## config.mk

```make
export PLATFORM = sky130hd
export DESIGN_NAME = stream_demultiplexer
export DESIGN_NICKNAME = d
export VERILOG_FILES = /design/src/rtl/stream_demultiplexer.sv
export SDC_FILE = /design/constraint.sdc
export NUM_CORES = 1
export LEC_CHECK = 0
export ABC_AREA = 1
export ABC_CLOCK_PERIOD_IN_PS = 1500
export CORE_MARGIN = 2
export CORE_UTILIZATION = 46
export DETAILED_ROUTE_END_ITERATION = 7
export PLACE_DENSITY = 0.8
export SLEW_MARGIN = 0
export SYNTH_ARGS = -nofsm -noshare
export SYNTH_HDL_FRONTEND = slang
export SYNTH_SLANG_ARGS = --single-unit
```

## constraint.sdc

```tcl
create_clock -name clk -period 1.5 [get_ports clk]
set_clock_uncertainty 0.1 [all_clocks]
set_input_delay 0.15 -clock clk [delete_from_list [all_inputs] [get_ports clk]]
set_output_delay 0.15 -clock clk [all_outputs]
set_load 0.02 [all_outputs]
```

## src/rtl/stream_demultiplexer.sv

```systemverilog
// stream_demultiplexer: registered 1-to-N valid/ready stream router.
// One input stream carries a per-beat lane index; each beat is delivered to
// exactly one of out_outputs lanes, each of which has a one-entry holding
// register so a stalled lane only blocks beats addressed to it.
//
// Ports:
//   clk        rising-edge clock
//   rst_n      asynchronous active-low reset
//   in_valid   input beat present
//   in_ready   input beat accepted when in_valid && in_ready (combinational)
//   in_data    input beat payload
//   in_sel     destination lane index, sampled with in_data
//   out_valid  bit k: lane k holds a beat
//   out_ready  bit k: lane k consumer accepts
//   out_data   lane k payload at [k*in_bitwidth +: in_bitwidth]
//   drop_err   sticky: a beat with an out-of-range in_sel was accepted and dropped
module stream_demultiplexer #(
    parameter int unsigned in_bitwidth = 1,
    parameter int unsigned out_outputs = 16,
    localparam int unsigned log2ofout  = (out_outputs > 1) ? $clog2(out_outputs) : 1
) (
    input  logic                               clk,
    input  logic                               rst_n,
    input  logic                               in_valid,
    output logic                               in_ready,
    input  logic [in_bitwidth-1:0]             in_data,
    input  logic [log2ofout-1:0]               in_sel,
    output logic [out_outputs-1:0]             out_valid,
    input  logic [out_outputs-1:0]             out_ready,
    output logic [in_bitwidth*out_outputs-1:0] out_data,
    output logic                               drop_err
);

    // Per-lane holding registers.
    logic [out_outputs-1:0]                  full_q;
    logic [out_outputs-1:0]                  full_d;
    logic [out_outputs-1:0][in_bitwidth-1:0] data_q;
    logic [out_outputs-1:0][in_bitwidth-1:0] data_d;
    logic                                    drop_err_q;
    logic                                    drop_err_d;

    // Decoded select and handshake terms.
    logic [out_outputs-1:0] sel_hit_c;
    logic                   sel_ok_c;
    logic                   ready_c;
    logic                   accept_c;

    // One-hot decode of in_sel; an index past the last lane hits nothing,
    // which avoids indexing the lane vectors out of range.
    always_comb begin
        sel_hit_c = '0;
        for (int k = 0; k < int'(out_outputs); k++) begin
            sel_hit_c[k] = (in_sel == log2ofout'(k));
        end
        sel_ok_c = |sel_hit_c;
    end

    // Ready looks only at the addressed lane; a lane that drains this cycle
    // can take a new beat on the same edge. Invalid selects are always taken.
    always_comb begin
        ready_c  = !sel_ok_c || (|(sel_hit_c & (~full_q | out_ready)));
        in_ready = rst_n && ready_c;
        accept_c = in_valid && in_ready;
    end

    // Next-state: load/drain per lane, sticky drop flag.
    always_comb begin
        full_d     = full_q;
        data_d     = data_q;
        drop_err_d = drop_err_q;
        for (int k = 0; k < int'(out_outputs); k++) begin
            if (accept_c && sel_hit_c[k]) begin
                full_d[k] = 1'b1;
                data_d[k] = in_data;
            end else if (full_q[k] && out_ready[k]) begin
                full_d[k] = 1'b0;
            end
        end
        if (accept_c && !sel_ok_c) begin
            drop_err_d = 1'b1;
        end
    end

    // State registers.
    always_ff @(posedge clk or negedge rst_n) begin
        if (!rst_n) begin
            full_q     <= '0;
            data_q     <= '0;
            drop_err_q <= 1'b0;
        end else begin
            full_q     <= full_d;
            data_q     <= data_d;
            drop_err_q <= drop_err_d;
        end
    end

    // Lane payload is kept after a drain; only the valid bit clears.
    assign out_valid = full_q;
    assign out_data  = data_q;
    assign drop_err  = drop_err_q;

endmodule

```

# == Yosys cells after proc, flatten, opt, wreduce, memory -nomap -nowiden ==
# Cells that the tools add are included.
# Widths: inputs -> output; s select.
# totals
reg_bits,33
input_bits,24
output_inout_bits,34
word_cells,139
# op_classes
eq_ne,15
n_mux,32
n_bitwise,3
reduce_logical,56
# op_table
operator,n
$logic_and 1x1->1,35
$eq 4x4->1 const B,8
$mux 1,32
$reduce_bool 2->1,16
$reduce_or 16->1,2
$and 16x16->16,1
$eq 4x3->1 const B,4
$not 16->16,1
$or 16x16->16,1
$eq 4x2->1 const B,2
$eq 4x1->1 const B,1
$logic_not 4->1,1
$logic_not 1->1,1
$logic_or 1x1->1,1

# == Longest topological paths before layout ==
# Gate-level depths: netlist of run 1.
# logic_depth
ltp_word,9
ltp_mapped,13
depth_no_buf,12

# == Worst setup path before layout of run 1 ==
# OpenSTA, ideal clock, no wires.
# synth_path
path_type,reg-to-reg
from,"reg full_q[12], in the netlist out_valid[12]"
to,"reg data_q, in the netlist out_data[0]"
setup_ns,0.118
arrival_time_ns,1.295
required_ns,1.282
path_slack_ns,-0.013
stages_incl_launch_ff,11
path_buffers,1
synth_period_minus_slack_ns,1.513
cell_sequence,dfrtp_1 -> nand2_1 -> nand3_1 -> nand2_1 -> nor2_1 -> nand2_1 -> nor2_1 -> nor2_4 -> buf_6 -> nand4_1 -> nand2_1
# synth_between
elab_chain_cells,8
# synth_lines
element,line_no,source
"start, declared",35,logic [out_outputs-1:0] full_q;
"start signal, assigned",91,full_q <= full_d;
$not 16->16,61,ready_c = !sel_ok_c || (|(sel_hit_c & (~full_q | out_ready)));
$or 16x16->16,61,
$and 16x16->16,61,
$reduce_or 16->1,61,
$logic_or 1x1->1,61,
$logic_and 1x1->1,62,in_ready = rst_n && ready_c;
net in_ready,25,"output logic in_ready,"
$logic_and 1x1->1,63,accept_c = in_valid && in_ready;
$logic_and 1x1->1,72,if (accept_c && sel_hit_c[k]) begin
"end signal, assigned",92,data_q <= data_d;
"end, declared",37,logic [out_outputs-1:0][in_bitwidth-1:0] data_q;
# The timed path passes the listed nets, and every way through them passes these cells.
# A chain may end at the register's enable or synchronous reset.

# == Worst setup path after layout of run 1 ==
# layout_path
from,"reg full_q[7], in the netlist out_valid[7]"
to,"reg full_q[7], in the netlist out_valid[7]"
# layout_between
elab_chain_cells,9
elab_cells_between_ends,11
cone_classes,mux: 1; bitwise: 3; reduce/logical: 7
# layout_lines
element,line_no
$not 16->16,61
$or 16x16->16,61
$and 16x16->16,61
$reduce_or 16->1,61
$logic_or 1x1->1,61
$logic_and 1x1->1,62
$logic_and 1x1->1,63
$logic_and 1x1->1,72
$mux 1 or $reduce_bool 2->1 (tied branches),--
# Several ways; a longest one is shown, not always the timed one.

==> results of run 1 <==
## routing by layer
metal  share of wire [%]  up-vias  track usage, %
met5                   0        -               0
met3                 4.7       12            4.43
met1                  42      939            29.8
met2                  52       60            44.4
li1                    -      960               -
met4                 2.1        0            5.87
## worst register-to-register path, stage by stage (launching register included)
cell and delay, ps:
dfrtp_1 400, nand2_2 100, nand3_2 70, nand2_1 90
buf_4 110, inv_2 30, nand2_2 50, nor2_2 40
nand2_2 100, buf_12 140, nand4_1 130, buf_4 200
nand2_2 50
## final timing paths
path | slack (ps) | from | endpoint | cells after the start
setup / recovery | -160 | out_valid[7]$_DFFE_PN0P_ | out_valid[7]$_DFFE_PN0P_ | 12
setup reg to reg | -160 | out_valid[7]$_DFFE_PN0P_ | out_valid[7]$_DFFE_PN0P_ | 12
max in group asynchronous | 930 | rst_n | out_valid[13]$_DFFE_PN0P_ | 3
hold reg to reg | 270 | drop_err$_DFFE_PN0P_ | drop_err$_DFFE_PN0P_ | 0
hold / removal | -170 | rst_n | out_valid[6]$_DFFE_PN0P_ | 2
min in group clk | 170 | out_ready[1] | out_valid[1]$_DFFE_PN0P_ | 5
## registers in the layout (all words and copies together) (netlist names)
signal	flops
drop_err	1
out_data	16
out_valid	16
## what timing repair did
item,4_1_cts,5_1_grt
endpoints found under the hold margin,25,25
resized for setup,55,50
cloned,1,0
setup endpoints to repair,48,47
pin swaps,21,27
buffers inserted,3,7
## per-stage QoR
step / util (%) / setup TNS, ps
3_5_place_dp: 70.9 / -19760
2_1_floorplan: - / 0
5_1_grt: 81.5 / -5150
4_1_cts: 76.8 / -2050
3_3_place_gp: 70.9 / -19110
6_report: 81.5 / -2160
## power breakdown
| part | total [W] | internal, W | switching (W) |
|---|---|---|---|
| combinational | 0.000743 | 0.000327 | 0.000416 |
| sequential | 0.00103 | 0.000978 | 0.0000516 |
| clock | 0.000729 | 0.000414 | 0.000315 |
## cell families (layout without fill, tap and decap cells)
| family | after synthesis | in the layout |
|---|---|---|
| buffers and inverters | 46 | 145 |
| AND/OR/NAND/NOR | 160 | 160 |
| flip-flops | 33 | 33 |
## layout make-up
type | count | area (sq um) | share of cell area (%)
Timing Repair Buffer | 101 | 970 | 32.2
Multi-Input combinational cell | 160 | 908 | 30.2
Sequential cell | 33 | 833 | 27.7
Inverter | 36 | 135 | 4.49
Clock buffer | 7 | 96.3 | 3.20
Tap cell | 48 | 60.1 | 2.00
Clock inverter | 1 | 5.00 | 0.166
## placed cells by master (no fill, tap or decap)
master           instances
buf_12                   2
buf_2                    1
buf_4                   40
buf_6                    5
clkbuf_16                1
clkbuf_8                 7
clkdlybuf4s15_1          2
clkdlybuf4s50_1         17
clkinv_2                 1
dfrtp_1                 27
dfrtp_2                  6
dlygate4sd2_1           16
dlymetal6s2s_1          17
inv_1                   30
inv_2                    6
nand2_1                 53
nand2_2                 30
nand2_4                  1
nand3_1                  6
nand3_2                  8
nand4_1                 29
nand4_4                  3
nor2_1                  21
nor2_2                   5
nor2_4                   4
==> impl_metrics.yaml, run 1 <==
place:
  post-place-cells: 367
  routabilityCongestion: 0.936
  placement.io_buffers: 57
  pre_cts_ws_ps: -858
  place_hpwl_um: 3530
  placed_area_sq_um: 2610
detailed_routing:
  antenna_left: 0
  vias_per_cell: 5.11
  avgRoutedWirePerCell_um: 13.5
  drc: 0
  drt-total-wl_um: 5200
  vias: 1971
  first_pass_iters: 4
  drtIter0Drc: 114
timing:
  rsz0062_at_grt: "yes"
  setup_ws_ps: -159
  clock.fmax_mhz: 603
  setup_viol: 33
  worst_pin_slew_ps: 523
  period_share_pct: 111
  hold_viol: 25
  final-max-slew-violation-count: 0
  hold_ws_ps: -167
  slew_headroom_pct: 65.1
  min_period_ps: 1660
cells_and_area:
  instances_no_fill: 386
  final_cell_area_sq_um: 3010
  syn_to_final_growth_pct: 68.5
  final_nets: 361
  n_antenna_cell: 0
  fill_cells: 246
  layout-drive-gt1-share_pct: 35.5
logic_synthesis:
  synth_compound_area_share_pct: 0
  synthSimpleGateAreaFrac_pct: 41.8
  synth_area_leaders: "dfrtp_1, nand2_1, nand4_1, inv_1, nor2_1"
  yosysTopAreaCell: "dfrtp_1"
  synth_top_area_share_pct: 46.3
  seq_area_frac_synth_pct: 46.3
  synth_fp_nets: 263
  ys_seq_elements: 33
  yosys_most_used_dff: "dfrtp_1"
  ys.warnings.count: 0
  synth_top_cells_by_count: "nand2_1, inv_1, dfrtp_1, nand4_1, nor2_1"
  yosys.cell_count.top_type: "nand2_1"
  synth_top_family_by_area: "simple AND/OR/NAND/NOR gates"
  synthXorXnorAreaFrac_pct: 0
  async_reset_ff_share_pct: 100
  synth_edf_count: 0
  syn_area_per_cell_sq_um: 7.47
  synth_fa_ha_area_share_pct: 0
  yosysUniqueCellTypes: 15
  synthesis.area_sq_um: 1790
  synthesis.instances: 239
  synthMuxAreaShare_pct: 0
global_routing:
  track_usage_pct: 24.5
  overflow: 0
  grt_pass1_wl_um: 8160
  antenna_found_initial: 0
  grt_max_degree: 43
  grt_pass1_vias: 1838
worst_setup_path:
  cpPeakStageDelay_ps: 400
  crit_path_end_kind: "register"
  crit_chain: "nand2_2 > nand3_2 > nand2_1 > buf_4 > inv_2 > nand2_2 > nor2_2 > nand2_2 > buf_12 > nand4_1 > buf_4 > nand2_2"
  worstPathArrival_ps: 1780
  cp-start-kind: "register"
  worstPathRequired_ps: 1620
  critPathBufInv: 4
  cpMaxStageDelayCell: "dfrtp_1"
  worstSetupPathType: "reg -> reg"
  path_common_cell: "nand2_2"
  critPathTopFamily: "simple AND/OR/NAND/NOR gates"
  crit_fanout: 8
power_and_ir_drop:
  peakVddDrop_mv: 0.682
  total_power_w: 0.00250
  p_per_area_nw_per_um2: 832
  leakage_nw: 1.88
clocking:
  root_buffer: "clkbuf_8"
  cts_max_level: 2
  clk_pin_slew_ps: 60
  cts_tree: "built"
  clock_latency_ps: 280
  numClockSinks: 33
  cts_made_buffers: 5
  clock_path_buffers: 2
run_status:
  outcome: "complete, but fails checks"
  failed_checks: "hold timing, setup timing"
floorplan:
  fp.coreArea_sq_um: 3690
  dieArea_sq_um: 4400
  chipWidth_um: 66.3
  initial_core_util_pct: 48.4
  fp.dieH_um: 66.3
  rows: 22
  ios: 58
run:
  drv_cap: 0
min_path:
  holdCritPathClass: "in -> async"
Power figures use the tool's default switching activity.
==> run 2, diff against run 1 <==
--- a/config.mk
+++ b/config.mk
@@ -10,7 +10,7 @@
 export CORE_MARGIN = 2
 export CORE_UTILIZATION = 46
 export DETAILED_ROUTE_END_ITERATION = 7
-export PLACE_DENSITY = 0.8
+export PLACE_DENSITY_LB_ADDON = 0.05
 export SLEW_MARGIN = 0
 export SYNTH_ARGS = -nofsm -noshare
 export SYNTH_HDL_FRONTEND = slang
==> run 2 against run 1 <==
The run ends with setup timing left. Sequential power about the same. Clock-buffer cell count unchanged. Critical endpoint is now in_ready. Largest cell class unchanged. Flip-flop and latch count is the same. Critical path type is now reg -> out.
==> impl_metrics.yaml, run 2 (synthesis gave the netlist of run 1 again) <==
power_and_ir_drop:
  p_per_area_nw_per_um2: 829
  leakage_nw: 1.86
  power_switching_w: 0.000765
  share_seq_of_total_power_pct: 41.3
  pwr-share-comb_pct: 29.1
  p_int_w: 0.00171
  swShare_pct: 30.9
  peakVddDrop_mv: 0.614
  pwr-share-clk_pct: 29.5
detailed_routing:
  drt-total-wl_um: 5040
  vias_per_cell: 5.03
  drtIter0Drc: 89
  drc: 0
  avgRoutedWirePerCell_um: 13.0
  antenna_left: 0
  vias: 1948
  first_pass_iters: 4
run_status:
  failed_checks: "setup timing"
  outcome: "complete, but fails checks"
place:
  place_hpwl_um: 3400
  placement.io_buffers: 57
  post-place-cells: 366
  routabilityCongestion: 0.839
cells_and_area:
  syn_to_final_growth_pct: 67.3
  fill_cells: 275
  instances_no_fill: 387
  final_nets: 362
  multiInputGateArea_sq_um: 897
  layout-drive-gt1-share_pct: 37.5
  layout_common_cells: "nand2_1, buf_4, inv_1, nand2_2, nand4_1"
  n_antenna_cell: 0
  seqCellArea_sq_um: 833
  final_common_cell: "nand2_1"
global_routing:
  antenna_found_initial: 0
  grt_pass1_vias: 1871
  grt_pass1_wl_um: 8150
  overflow: 0
  grt_max_degree: 50
  track_usage_pct: 24.6
timing:
  setup_viol: 19
  final-max-slew-violation-count: 0
  slew_headroom_pct: 82.6
  hold_ws_ps: 271
  worst_pin_slew_ps: 260
  hold_viol: 0
  setup_ws_ps: -120
  clock.fmax_mhz: 617
  period_share_pct: 108
  min_period_ps: 1620
  rsz0062_at_grt: "yes"
floorplan:
  ios: 58
  initial_core_util_pct: 48.4
  fp.dieH_um: 66.3
  dieArea_sq_um: 4400
  chipWidth_um: 66.3
  rows: 22
  fp.coreArea_sq_um: 3690
worst_setup_path:
  cp-start-kind: "register"
  worstPathRequired_ps: 1250
  worstSetupPathType: "reg -> out"
  crit_fanout: 2
  worstPathArrival_ps: 1370
  crit_path_end_kind: "output port"
clocking:
  clock_latency_ps: 290
  clk_pin_slew_ps: 70
  cts_made_buffers: 5
  cts_max_level: 2
  root_buffer: "clkbuf_8"
  cts_tree: "built"
  clock_path_buffers: 2
  numClockSinks: 33
run:
  drv_cap: 0
min_path:
  holdCritPathClass: "reg -> reg"
[run 2: cell types whose count changed in the layout (fill, tap and decap cells not counted), sizes merged]
cell,change
clkdlybuf4s15,-1
dlygate4sd3,+1
dlymetal6s2s,-4
clkdlybuf4s50,+1
buf,-1
dlygate4sd2,+2
clkbuf,+3
[run 2: final timing paths]
kind | cells after the start | slack [ps] | endpoint | startpoint
setup / recovery | 8 | -120 | in_ready | out_valid[8]$_DFFE_PN0P_
hold / removal | 0 | 270 | drop_err$_DFFE_PN0P_ | drop_err$_DFFE_PN0P_
setup reg to reg | 12 | -70 | out_data[0]$_DFFE_PN0P_ | out_valid[2]$_DFFE_PN0P_
hold reg to reg | 0 | 270 | drop_err$_DFFE_PN0P_ | drop_err$_DFFE_PN0P_
max in group asynchronous | 3 | 750 | out_valid[13]$_DFFE_PN0P_ | rst_n
min in group asynchronous | 3 | 320 | out_valid[6]$_DFFE_PN0P_ | rst_n
[run 2: final cells by class]
type | instances | share of cell area (%)
repair buffers | 102 | 32.1
multi-input cells | 160 | 30.0
flip-flops and latches | 33 | 27.9
inverters | 36 | 4.52
clock buffers | 7 | 3.23
well taps | 48 | 2.01
clock inverters | 1 | 0.168
[run 2: power by group through the flow]
stage / Sequential, W / Combinational (W) / Clock, W
CTS: 0.00102 / 0.000700 / 0.000751
finish: 0.00102 / 0.000721 / 0.000731
floorplan: 0.00115 / 0.000230 / 0
global placement: 0.00104 / 0.000712 / 0
global route: 0.00103 / 0.000783 / 0.000795
detailed placement: 0.00104 / 0.000717 / 0
[run 2: per-stage QoR]
step	utilization, %	worst slack (ps)	power [W]	TNS (ps)	cell area (sq um)
finish	81.0	-120	0.00248	-972	2990
global route	81.0	-228	0.00261	-4690	2990
CTS	75.6	-165	0.00248	-1140	2790
detailed placement	71.3	-898	0.00176	-21130	2630
global placement	71.3	-888	0.00175	-20330	2630
floorplan	-	2.78	0.00138	0	1790
[run 2: per-layer routing]
layer	wire (um)	vias up	global-route usage (%)	part of all wire, %
li1	-	956	-	-
met1	2050	900	29.8	41
met2	2570	74	41.4	51
met3	289	18	4.77	5.7
met4	134	0	12.5	2.7
met5	0	-	0	0
[run 2: critical path, stage by stage, from the launching register on]
cell	delay (ps)
dfrtp_1	360
nand2_2	70
nand3_2	70
nand2_1	80
nor2_2	130
nand2_2	70
nor2_4	140
nor2_4	40
buf_6	120
[run 2: repair_timing]
action | in CTS | in global routing
setup endpoints to repair | 51 | 48
gates cloned | 0 | 0
resized for setup | 52 | 56
hold endpoints to repair | 33 | 0
setup buffers | 2 | 10
hold buffers | 1 | 0
pin swaps | 2 | 41
